### config.mk
export PLATFORM = sky130hd
export DESIGN_NAME = park_disp_ctrl_flat
export DESIGN_NICKNAME = d
export VERILOG_FILES = /design/src/rtl/park_pkg.sv /design/src/rtl/park_disp_ctrl_if.sv /design/src/rtl/disp_scan_timer.sv /design/src/rtl/park_disp_ctrl.sv /design/src/flat_wrapper.sv
export SDC_FILE = /design/constraint.sdc
export NUM_CORES = 1
export LEC_CHECK = 0
export BUFFER_PORTS_ARGS = -buffer_cell sky130_fd_sc_hd__buf_2
export CORE_ASPECT_RATIO = 1.75
export CORE_MARGIN = 2
export CORE_UTILIZATION = 45
export DETAILED_ROUTE_END_ITERATION = 6
export HOLD_SLACK_MARGIN = 0.1
export SLEW_MARGIN = 5
export SYNTH_ARGS = -nofsm -noshare
export SYNTH_HDL_FRONTEND = slang
export SYNTH_SLANG_ARGS = --single-unit
export TNS_END_PERCENT = 20
### constraint.sdc
create_clock -name clk -period 3 [get_ports clk]
set_input_delay 0.6 -clock clk [delete_from_list [all_inputs] [get_ports clk]]
set_output_delay 0.6 -clock clk [all_outputs]
set_load 0.02 [all_outputs]
### src/rtl/park_pkg.sv
// park_pkg: character codes shared with svn_seg, controller state encoding and anode helper.
package park_pkg;
  localparam logic [3:0] CH_O    = 4'd0;
  localparam logic [3:0] CH_1    = 4'd1;
  localparam logic [3:0] CH_2    = 4'd2;
  localparam logic [3:0] CH_3    = 4'd3;
  localparam logic [3:0] CH_4    = 4'd4;
  localparam logic [3:0] CH_DASH = 4'd5;
  localparam logic [3:0] CH_E    = 4'd6;
  localparam logic [3:0] CH_N    = 4'd7;
  localparam logic [3:0] CH_F    = 4'd8;
  localparam logic [3:0] CH_U    = 4'd9;
  localparam logic [3:0] CH_L    = 4'd10;
  localparam logic [3:0] CH_P    = 4'd11;

  typedef enum logic [1:0] {ST_OPEN, ST_FREE, ST_FULL} state_t;

  // Digit index 0 is the leftmost digit, driven by an[3].
  function automatic logic [3:0] an_sel(input logic [1:0] idx);
    return ~(4'b1000 >> idx);
  endfunction
endpackage

### src/rtl/park_disp_ctrl_if.sv
// park_disp_ctrl_if: sensor pulses in, display code/anodes and occupancy status out.
interface park_disp_ctrl_if;
  logic       car_in;
  logic       car_out;
  logic [3:0] code;
  logic [3:0] an;
  logic [2:0] occupancy;
  logic       full;

  modport master (output car_in, car_out, input code, an, occupancy, full);
  modport slave  (input car_in, car_out, output code, an, occupancy, full);
endinterface

### src/rtl/disp_scan_timer.sv
// disp_scan_timer: digit-slot prescaler and 2-bit digit index with tick and frame_end strobes.
module disp_scan_timer #(
  parameter int REFRESH_DIV = 100000
) (
  input  logic       clk,
  input  logic       rst,
  output logic [1:0] idx,
  output logic       tick,
  output logic       frame_end
);
  localparam int W = $clog2(REFRESH_DIV);

  logic [W-1:0] presc;

  assign tick      = presc == W'(REFRESH_DIV - 1);
  assign frame_end = tick && idx == 2'd3;

  always_ff @(posedge clk or posedge rst) begin
    if (rst) begin
      presc <= '0;
      idx   <= '0;
    end else begin
      presc <= tick ? '0 : presc + 1'b1;
      idx   <= idx + {1'b0, tick};
    end
  end
endmodule

### src/rtl/park_disp_ctrl.sv
// park_disp_ctrl: car-park occupancy tracker driving a 4-digit multiplexed status display.
module park_disp_ctrl
  import park_pkg::*;
#(
  parameter int CAPACITY    = 4,
  parameter int REFRESH_DIV = 100000,
  parameter int MSG_HOLD    = 50
) (
  input logic             clk,
  input logic             rst,
  park_disp_ctrl_if.slave bus
);
  localparam int HW = ($clog2(MSG_HOLD + 1) < 1) ? 1 : $clog2(MSG_HOLD + 1);

  logic [1:0]    idx;
  logic          tick, frame_end;
  logic [2:0]    occ, occ_nxt;
  logic          full_r, inc, dec;
  state_t        state, state_nxt;
  logic [HW-1:0] hold, hold_nxt;
  logic [3:0]    ch, disp_code, disp_an;

  disp_scan_timer #(.REFRESH_DIV(REFRESH_DIV)) u_scan (
    .clk      (clk),
    .rst      (rst),
    .idx      (idx),
    .tick     (tick),
    .frame_end(frame_end)
  );

  assign inc     = bus.car_in && !bus.car_out && occ < 3'(CAPACITY);
  assign dec     = bus.car_out && !bus.car_in && occ != 3'd0;
  assign occ_nxt = occ + {2'b0, inc} - {2'b0, dec};

  // full tracks the value occupancy is about to take so both flip on the same edge.
  always_ff @(posedge clk or posedge rst) begin
    if (rst) begin
      occ    <= '0;
      full_r <= 1'b0;
    end else begin
      occ    <= occ_nxt;
      full_r <= occ_nxt == 3'(CAPACITY);
    end
  end

  always_ff @(posedge clk or posedge rst) begin
    if (rst) begin
      state <= ST_OPEN;
      hold  <= HW'(MSG_HOLD);
    end else begin
      state <= state_nxt;
      hold  <= hold_nxt;
    end
  end

  // The OPEN hold expires on the frame_end that takes the counter to zero.
  always_comb begin
    state_nxt = state;
    hold_nxt  = hold;
    if (full_r) begin
      state_nxt = ST_FULL;
    end else if (state == ST_FULL) begin
      state_nxt = ST_OPEN;
      hold_nxt  = HW'(MSG_HOLD);
    end else if (state == ST_OPEN && tick && frame_end) begin
      hold_nxt  = hold - 1'b1;
      state_nxt = (hold <= HW'(1)) ? ST_FREE : ST_OPEN;
    end
  end

  always_comb begin
    ch = CH_DASH;
    case (state)
      ST_OPEN: ch = idx == 2'd0 ? CH_O : idx == 2'd1 ? CH_P : idx == 2'd2 ? CH_E : CH_N;
      ST_FREE: ch = idx == 2'd0 ? CH_P : idx == 2'd3 ? 4'(CAPACITY) - {1'b0, occ} : CH_DASH;
      ST_FULL: ch = idx == 2'd0 ? CH_F : idx == 2'd1 ? CH_U : CH_L;
      default: ch = CH_DASH;
    endcase
  end

  // code and an share one register stage so a digit never shows its neighbour's character.
  always_ff @(posedge clk or posedge rst) begin
    if (rst) begin
      disp_code <= CH_DASH;
      disp_an   <= 4'b1111;
    end else begin
      disp_code <= ch;
      disp_an   <= an_sel(idx);
    end
  end

  assign bus.code      = disp_code;
  assign bus.an        = disp_an;
  assign bus.occupancy = occ;
  assign bus.full      = full_r;
endmodule

### src/flat_wrapper.sv
// flat-port wrapper written by rule: the top's interface ports become plain ports
module park_disp_ctrl_flat import park_pkg::*;
#(
  parameter int CAPACITY    = 4,
  parameter int REFRESH_DIV = 100000,
  parameter int MSG_HOLD    = 50
)
  (clk, rst, bus_car_in, bus_car_out, bus_code, bus_an, bus_occupancy, bus_full);
  park_disp_ctrl_if bus_i ();
  input logic clk;
  input logic rst;
  input wire logic [$bits(bus_i.car_in)-1:0] bus_car_in;
  input wire logic [$bits(bus_i.car_out)-1:0] bus_car_out;
  output wire logic [$bits(bus_i.code)-1:0] bus_code;
  output wire logic [$bits(bus_i.an)-1:0] bus_an;
  output wire logic [$bits(bus_i.occupancy)-1:0] bus_occupancy;
  output wire logic [$bits(bus_i.full)-1:0] bus_full;
  assign bus_i.car_in = bus_car_in;
  assign bus_i.car_out = bus_car_out;
  assign bus_code = bus_i.code;
  assign bus_an = bus_i.an;
  assign bus_occupancy = bus_i.occupancy;
  assign bus_full = bus_i.full;
  park_disp_ctrl #(.CAPACITY(CAPACITY), .REFRESH_DIV(REFRESH_DIV), .MSG_HOLD(MSG_HOLD)) u_core (.clk(clk), .rst(rst), .bus(bus_i));
endmodule
==> results of run 1 <==
Yosys cell counts (2+ instances only):
| cell type | n |
|---|---|
| sky130_fd_sc_hd__a211o_1 | 3 |
| sky130_fd_sc_hd__a211oi_1 | 4 |
| sky130_fd_sc_hd__a21oi_1 | 10 |
| sky130_fd_sc_hd__a31oi_1 | 3 |
| sky130_fd_sc_hd__and4_1 | 2 |
| sky130_fd_sc_hd__dfrtp_1 | 30 |
| sky130_fd_sc_hd__dfstp_2 | 9 |
| sky130_fd_sc_hd__ha_1 | 10 |
| sky130_fd_sc_hd__inv_1 | 13 |
| sky130_fd_sc_hd__nand2_1 | 10 |
| sky130_fd_sc_hd__nand2b_1 | 3 |
| sky130_fd_sc_hd__nand3_1 | 5 |
| sky130_fd_sc_hd__nand4_1 | 3 |
| sky130_fd_sc_hd__nand4b_1 | 2 |
| sky130_fd_sc_hd__nor2_1 | 17 |
| sky130_fd_sc_hd__nor2b_1 | 4 |
| sky130_fd_sc_hd__nor3_1 | 8 |
| sky130_fd_sc_hd__nor3b_1 | 2 |
| sky130_fd_sc_hd__nor4_1 | 7 |
| sky130_fd_sc_hd__o31ai_1 | 2 |
| sky130_fd_sc_hd__or2b_2 | 2 |
| sky130_fd_sc_hd__or3_1 | 2 |
| sky130_fd_sc_hd__or4_1 | 2 |
| sky130_fd_sc_hd__xnor2_1 | 8 |
| sky130_fd_sc_hd__xor2_1 | 5 |
sequential cells by signal, summed over array words and instances, names as in the netlist:
signal / flops
u_core.bus.occupancy: 3
u_core.bus.full: 1
u_core.state: 2
u_core.u_scan.presc: 17
u_core.u_scan.idx: 2
u_core.bus.an: 4
u_core.bus.code: 4
u_core.hold: 6
cell usage in the layout, fill, tap and decap left out, types with 2 or more instances in the layout:
cell type,count
sky130_fd_sc_hd__inv_1,13
sky130_fd_sc_hd__a31oi_1,3
sky130_fd_sc_hd__o31ai_1,2
sky130_fd_sc_hd__nand4b_1,2
sky130_fd_sc_hd__nor2b_1,4
sky130_fd_sc_hd__clkbuf_8,5
sky130_fd_sc_hd__nand2b_1,3
sky130_fd_sc_hd__nand2_1,10
sky130_fd_sc_hd__dfstp_2,9
sky130_fd_sc_hd__a211oi_1,4
sky130_fd_sc_hd__ha_1,10
sky130_fd_sc_hd__or2b_2,2
sky130_fd_sc_hd__a211o_1,3
sky130_fd_sc_hd__and4_1,2
sky130_fd_sc_hd__buf_2,15
sky130_fd_sc_hd__buf_4,3
sky130_fd_sc_hd__nor4_1,7
sky130_fd_sc_hd__a21oi_1,10
sky130_fd_sc_hd__or4_1,2
sky130_fd_sc_hd__or3_1,2
sky130_fd_sc_hd__nor3b_1,2
sky130_fd_sc_hd__nand3_1,5
sky130_fd_sc_hd__xor2_1,5
sky130_fd_sc_hd__nand4_1,3
sky130_fd_sc_hd__xnor2_1,8
sky130_fd_sc_hd__bufinv_16,2
sky130_fd_sc_hd__nor3_1,8
sky130_fd_sc_hd__dfrtp_1,30
sky130_fd_sc_hd__nor2_1,17
cells by family (layout without fill, tap and decap cells):
logic type	count (synthesis)	after routing	synth area share
multiplexers	1	1	0.00560
adder cells (fa/ha/maj)	11	11	0.0722
AND/OR/NAND/NOR	81	81	0.239
flip-flops	39	39	0.491
XOR/XNOR	13	13	0.0566
buffers and inverters	18	39	0.0448
AO/OA/AOI/OAI	28	28	0.0909
metal layers:
layer,GRT usage,vias to the layer above,routed length (um)
met5,0,-,0
met4,0.110,0,139
met3,0.0419,11,119
met2,0.312,29,2140
met1,0.162,738,1430
li1,-,721,-
worst reg2reg max path: stages (launching register included):
cell and delay, ns:
sky130_fd_sc_hd__dfrtp_1 0.37, sky130_fd_sc_hd__inv_1 0.08, sky130_fd_sc_hd__ha_1 0.22, sky130_fd_sc_hd__ha_1 0.19, sky130_fd_sc_hd__nor3b_1 0.18, sky130_fd_sc_hd__ha_1 0.15, sky130_fd_sc_hd__inv_1 0.04, sky130_fd_sc_hd__ha_1 0.20
sky130_fd_sc_hd__fa_1 0.37, sky130_fd_sc_hd__xor2_1 0.18, sky130_fd_sc_hd__nor3b_1 0.19
metrics by stage:
| step | util | setup slack [ns] |
|---|---|---|
| after global routing | 0.519 | 0.560 |
| after global placement | 0.488 | 0.829 |
| after detailed placement | 0.488 | 0.767 |
| after CTS | 0.519 | 0.751 |
| final | 0.519 | 0.755 |
| after floorplan | - | 0.742 |
worst paths after layout:
path,end,slack [ns],depth (start not counted)
min reg2reg,u_core.u_scan.presc[0],0.49,1
max,u_core.bus.full,0.75,10
max reg2reg,u_core.bus.full,0.75,10
min in group clk,u_core.u_scan.presc[0],0.49,1
max in group asynchronous,u_core.hold[1],1.79,3
min,u_core.bus.code[3],0.41,2
report_power, final:
group	leakage, nW	total [W]	internal [W]	switching [W]
registers	0.490	0.000642	0.000588	0.0000539
logic	0.477	0.000304	0.000128	0.000177
clock network	0.0654	0.000517	0.000332	0.000184
final cells by class:
class	instances	area (sq um)
fillers	392	2100
well taps	51	63.8
repair buffers	18	97.6
clock inverters	2	60.1
clock buffers	6	72.6
multi-input cells	134	933
flip-flops and latches	39	987
inverters	13	48.8
==> flow_summary.json, run 1 <==
{
  "post_synth_main_area_contributors": "sky130_fd_sc_hd__dfrtp_1 37%, sky130_fd_sc_hd__dfstp_2 12%, sky130_fd_sc_hd__ha_1 6.2%",
  "cp.required_ns": 3.22,
  "cts_clock_pin_slew_for_the_worst_setup_and_hold_paths_ns": 0.08,
  "cts_tree": "yes",
  "flow.area_growth_from_synthesis_pct": 12.6,
  "synth_top_area_frac": 0.373,
  "synthDominantAreaCellType": "sky130_fd_sc_hd__dfrtp_1",
  "netlist_instances": 191,
  "min_period_ns": 2.25,
  "pin_count_of_the_biggest_net_entering_global_routing": 22,
  "worst-slew-pin-transition_ns": 0.721,
  "synthesized_area_sq_mm": 0.00201,
  "critical_path.startpoint_type": "flop",
  "syn-mean-instance-area_sq_um": 10.5,
  "ioPinCount": 16,
  "finalNonFillerCells": 263,
  "finalSetupTns_ns": 0,
  "drive_gt1_frac": 0.208,
  "dpl_cell_area_sq_mm": 0.00213,
  "synth-async-reset-ratio": 1.00,
  "synth.net_count": 206,
  "hold_path_class": "input port to async pin",
  "clk-insertion-delay-late_ns": 0.30,
  "cpMaxStageDelayCell": "sky130_fd_sc_hd__dfrtp_1",
  "global_route.overflow_total": 0,
  "crit_path_max_fanout": 3,
  "holdBufCountCts": 0,
  "vdd.ir_drop.worst_mv": 0.433,
  "startpoint": "u_core.bus.occupancy[0]",
  "finalClockSkew_ns": 0.0119,
  "relSlewSlack": 0.519,
  "status": "finished, final reports clean",
  "worst_path_largest_cell_delay_ns": 0.37,
  "dpl.cell_count": 255,
  "route.detailed.vias_per_inst": 5.70,
  "maximum_buffer_depth_of_the_clock_tree": 2,
  "ratio_of_final_minimum_period_to_clock_period": 0.748,
  "number_of_global_route_vias_before_repair": 1516,
  "core_area_sq_mm": 0.00436,
  "grt_setup_unrepaired": "no",
  "die_x_um": 54.5,
  "post_synth_edffs": 0,
  "cp-end-kind": "flop",
  "critical-path-top-delay-family": "adder cells",
  "cp_common_cell": "sky130_fd_sc_hd__ha_1",
  "max_cap_violations": 0,
  "cts.sink_count": 39,
  "final.hold.worst_slack_ns": 0.412,
  "synth-seq-area-share": 0.491,
  "tritoncts.num_buffers": 5,
  "final_weighted_congestion_in_routability_driven_placement": 0.819,
  "final_net_count": 226,
  "yosys.cell_types.count": 50,
  "post-layout-total-power_w": 0.00146,
  "cts_resized": 0,
  "dr_total_vias": 1499,
  "fp.dieArea_sq_mm": 0.00504,
  "antenna_found_initial": 0,
  "timing.final.setup_violations": 0,
  "final_area_sq_mm": 0.00226,
  "antenna_cells_inserted": 0,
  "critical_path_buf_inv_count": 2,
  "place_hpwl_mm": 2.90,
  "drt_iter0_drc": 28,
  "worstReg2RegStart": "u_core.bus.occupancy[0]",
  "slew_viol_final": 0,
  "post_drt_wl_per_cell_um": 14.6,
  "drtAntennaViolNets": 0,
  "synth_warnings": 0,
  "grt.total_usage": 0.174,
  "setup.worst_path.class": "flop to flop",
  "cts-root-buf": "sky130_fd_sc_hd__clkbuf_8",
  "floorplan.initialDensity": 0.461,
  "pwr_density_cell_mw_per_mm2": 646,
  "cellLeakagePower_nw": 1.03,
  "cp_cell_sequence": "inv_1 > ha_1 > ha_1 > nor3b_1 > ha_1 > inv_1 > ha_1 > fa_1 > xor2_1 > nor3b_1",
  "ys_seq_elements": 39,
  "dieHeight_um": 92.4,
  "timing_hold_violations_final": 0,
  "worst-endpoint-arrival_ns": 2.47,
  "row_count": 32,
  "routed_wirelength_mm": 3.84,
  "port_buffers": 15,
  "postCtsSetupRepairBufs": 0,
  "grt_first_pass_wirelength_mm": 6.41,
  "cts_max_level": 2,
  "drc_errors": 0,
  "drt_first_pass_iters": 4,
  "fmax_mhz": 445,
  "top_ff_cell_synth": "sky130_fd_sc_hd__dfrtp_1"
}
Power figures use the tool's default switching activity.
==> inputs of run 2 (changes only) <==
--- a/config.mk
+++ b/config.mk
@@ -5,12 +5,14 @@
 export SDC_FILE = /design/constraint.sdc
 export NUM_CORES = 1
 export LEC_CHECK = 0
+export ABC_AREA = 1
 export BUFFER_PORTS_ARGS = -buffer_cell sky130_fd_sc_hd__buf_2
 export CORE_ASPECT_RATIO = 1.75
 export CORE_MARGIN = 2
 export CORE_UTILIZATION = 45
 export DETAILED_ROUTE_END_ITERATION = 6
 export HOLD_SLACK_MARGIN = 0.1
+export PLACE_DENSITY = 0.65
 export SLEW_MARGIN = 5
 export SYNTH_ARGS = -nofsm -noshare
 export SYNTH_HDL_FRONTEND = slang
==> constraint.sdc (replaced) <==
create_clock -name clk -period 1.9 [get_ports clk]
set_input_delay 0.38 -clock clk [delete_from_list [all_inputs] [get_ports clk]]
set_output_delay 0.38 -clock clk [all_outputs]
set_load 0.02 [all_outputs]
==> run 2 against run 1 <==
The run now ends with negative setup slack left. Sequential cell count did not move. Die area grew 2.3%. Sequential share of layout area shrank 2.8 points. Synthesized cell count rose by 30%. Clock-buffer cell count unchanged. Routed wire length grew 11%. Power is 100% higher. Clock skew fell by 0.0025 ns. Worst hold slack got worse by 0.22 ns. Final cell count rose by 25%.
==> flow_summary.json, run 2 <==
{
  "cts_clock_pin_slew_for_the_worst_setup_and_hold_paths_ns": 0.08,
  "cts_tree": "yes",
  "power_frac_clock": 0.276,
  "drt_first_pass_iters": 4,
  "cts.sink_count": 39,
  "grt_setup_unrepaired": "yes",
  "critical_path.startpoint_type": "flop",
  "setup_ws_ns": -0.110,
  "mostFrequentLayoutCell": "sky130_fd_sc_hd__nand2_1",
  "drt_iter0_drc": 38,
  "row_count": 32,
  "slew_viol_final": 0,
  "netlist_instances": 249,
  "final_net_count": 291,
  "top_ff_cell_synth": "sky130_fd_sc_hd__dfrtp_1",
  "layout.cells.most_common_list": "50 x sky130_fd_sc_hd__nand2_1, 34 x sky130_fd_sc_hd__nor2_1, 34 x sky130_fd_sc_hd__inv_1",
  "nFillCells": 468,
  "final.hold.worst_slack_ns": 0.192,
  "total_switching_power_w": 0.00100,
  "global_route.overflow_total": 0,
  "startpoint": "u_core.bus.occupancy[0]",
  "hold_path_class": "input port to async pin",
  "crit_path_max_fanout": 3,
  "seq_area_sq_um": 990,
  "largest_register_ffs": 17,
  "power.share.combinational": 0.347,
  "ys_top_cells_by_count": "50 x sky130_fd_sc_hd__nand2_1, 36 x sky130_fd_sc_hd__inv_1, 34 x sky130_fd_sc_hd__nor2_1, 30 x sky130_fd_sc_hd__dfrtp_1, 15 x sky130_fd_sc_hd__nand3_1",
  "status": "complete, but fails checks",
  "synthDominantAreaCellType": "sky130_fd_sc_hd__dfrtp_1",
  "relSlewSlack": 0.670,
  "grt.total_usage": 0.198,
  "cts_max_level": 2,
  "synth_top_area_frac": 0.364,
  "synth_warnings": 0,
  "routed_wirelength_mm": 4.25,
  "dp_slack_ns": -0.185,
  "synthesized_area_sq_mm": 0.00206,
  "grt_first_pass_wirelength_mm": 7.37,
  "place_hpwl_mm": 3.25,
  "dieHeight_um": 93.5,
  "antenna_found_initial": 0,
  "sequentialPowerShare": 0.378,
  "number_of_global_route_vias_before_repair": 1739,
  "power.internal_w": 0.00196,
  "pin_count_of_the_biggest_net_entering_global_routing": 40,
  "worst-endpoint-arrival_ns": 2.20,
  "synth-seq-area-share": 0.479,
  "synth.net_count": 264,
  "drive_gt1_frac": 0.242,
  "setup.reg_to_reg.worst_slack_ns": -0.11,
  "drc_errors": 0,
  "cellLeakagePower_nw": 1.19,
  "yosys.cell_types.count": 29,
  "antenna_cells_inserted": 0,
  "final_weighted_congestion_in_routability_driven_placement": 0.883,
  "setup.worst_path.class": "flop to flop",
  "ratio_of_final_minimum_period_to_clock_period": 1.06,
  "pwr_density_cell_mw_per_mm2": 1220,
  "dr_total_vias": 1706,
  "clk-insertion-delay-late_ns": 0.29,
  "fin_util": 0.550,
  "post_drt_wl_per_cell_um": 13.0,
  "cts-root-buf": "sky130_fd_sc_hd__clkbuf_8",
  "worst-slew-pin-transition_ns": 0.495,
  "min_period_ns": 2.01,
  "vdd.ir_drop.worst_mv": 0.854,
  "fp.dieArea_sq_mm": 0.00516,
  "flow.area_growth_from_synthesis_pct": 17.5,
  "core_area_sq_mm": 0.00440,
  "max_cap_violations": 0,
  "switching_share": 0.339,
  "tritoncts.num_buffers": 5,
  "syn-mean-instance-area_sq_um": 8.28,
  "ioPinCount": 16,
  "floorplan.initialDensity": 0.468,
  "timing_hold_violations_final": 0,
  "synth.most_common_cell": "sky130_fd_sc_hd__nand2_1",
  "cp.required_ns": 2.09,
  "worstReg2RegStart": "u_core.bus.occupancy[0]",
  "maximum_buffer_depth_of_the_clock_tree": 2,
  "post-layout-total-power_w": 0.00296,
  "finalClockSkew_ns": 0.00943,
  "drtAntennaViolNets": 0,
  "route.detailed.vias_per_inst": 5.20,
  "post_synth_main_area_contributors": "sky130_fd_sc_hd__dfrtp_1 36%, sky130_fd_sc_hd__dfstp_2 11%, sky130_fd_sc_hd__nand2_1 9.1%",
  "total_area_of_multi_input_combinational_cells_sq_um": 967,
  "layout_top_registers": "u_core.u_scan.presc x17, u_core.hold x6",
  "timing.final.setup_violations": 1,
  "port_buffers": 15,
  "regMostFlops": "u_core.u_scan.presc",
  "holdBufCountCts": 0,
  "cp-end-kind": "flop",
  "post_synth_edffs": 0,
  "ys_seq_elements": 39,
  "failing_checks": "negative setup slack",
  "die_x_um": 55.2,
  "synth-async-reset-ratio": 1.00,
  "fmax_mhz": 498
}
[run 2: cell count changes after synthesis, moves of 5 or more]
cell	change
sky130_fd_sc_hd__nand2_1	+40
sky130_fd_sc_hd__inv_1	+23
sky130_fd_sc_hd__nor2_1	+17
sky130_fd_sc_hd__nand3_1	+10
sky130_fd_sc_hd__o21ai_0	+8
sky130_fd_sc_hd__xnor2_1	-8
sky130_fd_sc_hd__nor2_2	+5
[run 2: worst max-delay path, stage by stage (launching register included)]
cell and delay (ns):
sky130_fd_sc_hd__dfrtp_2 0.41, sky130_fd_sc_hd__inv_2 0.08, sky130_fd_sc_hd__ha_4 0.15, sky130_fd_sc_hd__ha_4 0.12
sky130_fd_sc_hd__nor3_2 0.03, sky130_fd_sc_hd__ha_1 0.26, sky130_fd_sc_hd__inv_1 0.04, sky130_fd_sc_hd__ha_2 0.17
sky130_fd_sc_hd__fa_2 0.35, sky130_fd_sc_hd__xor2_2 0.15, sky130_fd_sc_hd__nor3b_2 0.15
[run 2: what timing repair did]
action | in CTS | in global routing
endpoints found under the setup margin | 3 | 3
setup buffers | 1 | 0
resized for setup | 0 | 1
pin swaps | 6 | 0
[run 2: final timing paths]
| path | endpoint | cells after the start |
|---|---|---|
| max in group asynchronous | u_core.bus.occupancy[0] | 3 |
| min in group clk | u_core.u_scan.presc[0] | 1 |
| worst max register to register | u_core.bus.full | 10 |
| worst min-delay path | u_core.bus.code[3] | 3 |
| worst max-delay path | u_core.bus.full | 10 |
| worst min register to register | u_core.u_scan.presc[0] | 1 |
[run 2: layer usage]
| metal | routed length, um | up-vias | track usage |
|---|---|---|---|
| li1 | - | 848 | - |
| met4 | 142 | 0 | 0.102 |
| met2 | 2450 | 27 | 0.355 |
| met3 | 108 | 13 | 0.0463 |
| met1 | 1560 | 818 | 0.196 |
| met5 | 0 | - | 0 |
[run 2: stage by stage]
step	instance area, sq um	TNS (ns)	instances
6_report	2420	-0.110	328
2_1_floorplan	2110	-0.331	249
3_3_place_gp	2270	-0.222	319
4_1_cts	2410	-0.105	328
5_1_grt	2420	-0.372	328
3_5_place_dp	2270	-0.239	319
[run 2: cells by family after synthesis]
group / share of synthesized area
adder cells (fa/ha/maj): 0.0704
AO/OA/AOI/OAI: 0.0607
XOR/XNOR: 0.0212
flip-flops: 0.479
AND/OR/NAND/NOR: 0.294
buffers and inverters: 0.0747
[run 2: power groups by stage]
stage | clock (W) | sequential, W | combinational (W)
floorplan | 0 | 0.00120 | 0.000613
global placement | 0 | 0.00113 | 0.000962
detailed placement | 0 | 0.00113 | 0.000994
CTS | 0.000835 | 0.00112 | 0.00101
global route | 0.000875 | 0.00114 | 0.00119
finish | 0.000816 | 0.00112 | 0.00103
[run 2: final cells by class]
cell class	instances	share of cell area
inverters	41	0.0646
well taps	51	0.0263
clock inverters	2	0.0248
repair buffers	20	0.0465
flip-flops and latches	39	0.409
clock buffers	6	0.0300
multi-input cells	169	0.399
==> inputs of run 3 (changes only) <==
--- a/config.mk
+++ b/config.mk
@@ -11,6 +11,7 @@
 export CORE_MARGIN = 2
 export CORE_UTILIZATION = 45
 export DETAILED_ROUTE_END_ITERATION = 6
+export GPL_TIMING_DRIVEN = 0
 export HOLD_SLACK_MARGIN = 0.1
 export PLACE_DENSITY = 0.65
 export SLEW_MARGIN = 5
==> run 3 against run 2 <==
The run still ends with negative setup slack left. Die area is the same. Sequential cell count unchanged. Design area fell by 0.31%. Non-clock buffer count shrank 2. Critical path type unchanged.
==> flow_summary.json, run 3 (synthesis results as in run 2) <==
{
  "fp.dieArea_sq_mm": 0.00516,
  "dr_total_vias": 1673,
  "grt_setup_unrepaired": "yes",
  "vdd.ir_drop.worst_mv": 0.889,
  "hold_path_class": "input port to async pin",
  "pin_count_of_the_biggest_net_entering_global_routing": 40,
  "ratio_of_final_minimum_period_to_clock_period": 1.08,
  "fmax_mhz": 487,
  "drt_first_pass_iters": 4,
  "row_count": 32,
  "floorplan.initialDensity": 0.468,
  "antenna_cells_inserted": 0,
  "failing_checks": "negative setup slack",
  "critical_path.reg2reg.endpoint": "u_core.bus.full",
  "timing_hold_violations_final": 0,
  "final_weighted_congestion_in_routability_driven_placement": 0.886,
  "regMostFlops": "u_core.u_scan.presc",
  "port_buffers": 15,
  "cts.sink_count": 39,
  "grt_first_pass_wirelength_mm": 6.74,
  "finalSetupTns_ns": -0.294,
  "cp-end-kind": "flop",
  "worst-endpoint-arrival_ns": 2.25,
  "setup.reg_to_reg.worst_slack_ns": -0.15,
  "status": "complete, but fails checks",
  "cts-root-buf": "sky130_fd_sc_hd__clkbuf_8",
  "flow.area_growth_from_synthesis_pct": 17.2,
  "nFillCells": 447,
  "max_cap_violations": 0,
  "cts_max_level": 2,
  "place_hpwl_mm": 3.07,
  "drt_iter0_drc": 55,
  "worst-slew-pin-transition_ns": 0.803,
  "number_of_global_route_vias_before_repair": 1578,
  "clk-insertion-delay-late_ns": 0.30,
  "global_route.overflow_total": 0,
  "grt.total_usage": 0.184,
  "ioPinCount": 16,
  "cts_clock_pin_slew_for_the_worst_setup_and_hold_paths_ns": 0.08,
  "timing.final.setup_violations": 3,
  "setup_ws_ns": -0.155,
  "drc_errors": 0,
  "holdBufCountCts": 0,
  "relSlewSlack": 0.464,
  "maximum_buffer_depth_of_the_clock_tree": 2,
  "setup.worst_path.class": "flop to flop",
  "drtAntennaViolNets": 0,
  "dieHeight_um": 93.5,
  "layout_top_registers": "u_core.u_scan.presc x17, u_core.hold x6",
  "cp.required_ns": 2.10,
  "die_x_um": 55.2,
  "post-layout-total-power_w": 0.00296,
  "slew_viol_final": 0,
  "cellLeakagePower_nw": 1.18,
  "critical_path.startpoint_type": "flop",
  "layout.cells.most_common_list": "50 x sky130_fd_sc_hd__nand2_1, 34 x sky130_fd_sc_hd__nor2_1, 33 x sky130_fd_sc_hd__inv_1",
  "drive_gt1_frac": 0.244,
  "pwr_density_cell_mw_per_mm2": 1230,
  "routed_wirelength_mm": 4.13,
  "worstReg2RegStart": "u_core.bus.occupancy[0]",
  "route.detailed.vias_per_inst": 5.13,
  "final.hold.worst_slack_ns": 0.235,
  "crit_path_max_fanout": 3,
  "fin_util": 0.548,
  "cts_tree": "yes",
  "tritoncts.num_buffers": 5,
  "antenna_found_initial": 0,
  "final_area_sq_mm": 0.00241,
  "mostFrequentLayoutCell": "sky130_fd_sc_hd__nand2_1",
  "finalClockSkew_ns": 0.0138,
  "min_period_ns": 2.05,
  "dpl_cell_area_sq_mm": 0.00224,
  "largest_register_ffs": 17,
  "core_area_sq_mm": 0.00440,
  "post_drt_wl_per_cell_um": 12.7,
  "final_net_count": 289,
  "logic_depth_of_the_worst_register_to_register_path": 10
}
[run 3: changes by cell type in the layout (fill, tap and decap cells not counted), sizes merged]
cell / change
buf: -2
[run 3: per-stage QoR]
stage	setup WS [ns]	std cells
2_1_floorplan	-0.201	249
3_3_place_gp	-0.203	315
3_5_place_dp	-0.226	315
4_1_cts	-0.133	326
5_1_grt	-0.220	326
6_report	-0.155	326
[run 3: what timing repair did]
item                       in CTS  in global routing
resized for setup               2                  1
pin swaps                       6                  0
setup buffers                   3                  0
setup endpoints to repair       3                  3
[run 3: worst max-delay path by stage]
stage	end	slack [ns]	cells past startpoint	startpoint
floorplan	u_core.bus.full	-0.20	9	u_core.bus.occupancy[1]
global placement	u_core.bus.full	-0.20	9	u_core.bus.occupancy[1]
detailed placement	u_core.bus.full	-0.23	10	u_core.bus.occupancy[0]
CTS	u_core.bus.full	-0.13	10	u_core.bus.occupancy[0]
global route	u_core.bus.full	-0.22	10	u_core.bus.occupancy[0]
finish	u_core.bus.full	-0.15	10	u_core.bus.occupancy[0]
[run 3: power by group]
part           internal (W)  switching, W  total [W]
Clock              0.000525      0.000298   0.000823
Combinational      0.000441      0.000570    0.00101
Sequential          0.00100      0.000129    0.00113
[run 3: area by class of cell]
type	instances	area (sq um)	share of cell area
flip-flops and latches	39	991	0.410
inverters	41	156	0.0648
repair buffers	18	97.6	0.0404
clock inverters	2	60.1	0.0249
clock buffers	6	72.6	0.0301
multi-input cells	169	973	0.403
well taps	51	63.8	0.0264
[run 3: critical path, cell delays in order, from the launching register on]
cell,delay (ns)
sky130_fd_sc_hd__dfrtp_2,0.42
sky130_fd_sc_hd__inv_2,0.08
sky130_fd_sc_hd__ha_4,0.14
sky130_fd_sc_hd__ha_4,0.13
sky130_fd_sc_hd__nor3_4,0.03
sky130_fd_sc_hd__ha_1,0.27
sky130_fd_sc_hd__inv_1,0.04
sky130_fd_sc_hd__ha_2,0.17
sky130_fd_sc_hd__fa_2,0.35
sky130_fd_sc_hd__xor2_2,0.16
sky130_fd_sc_hd__nor3b_2,0.15
[run 3: layer usage]
layer,track usage,wire length (um)
met5,0,0
met4,0.0813,93
met3,0.0383,118
met2,0.351,2450
met1,0.172,1470
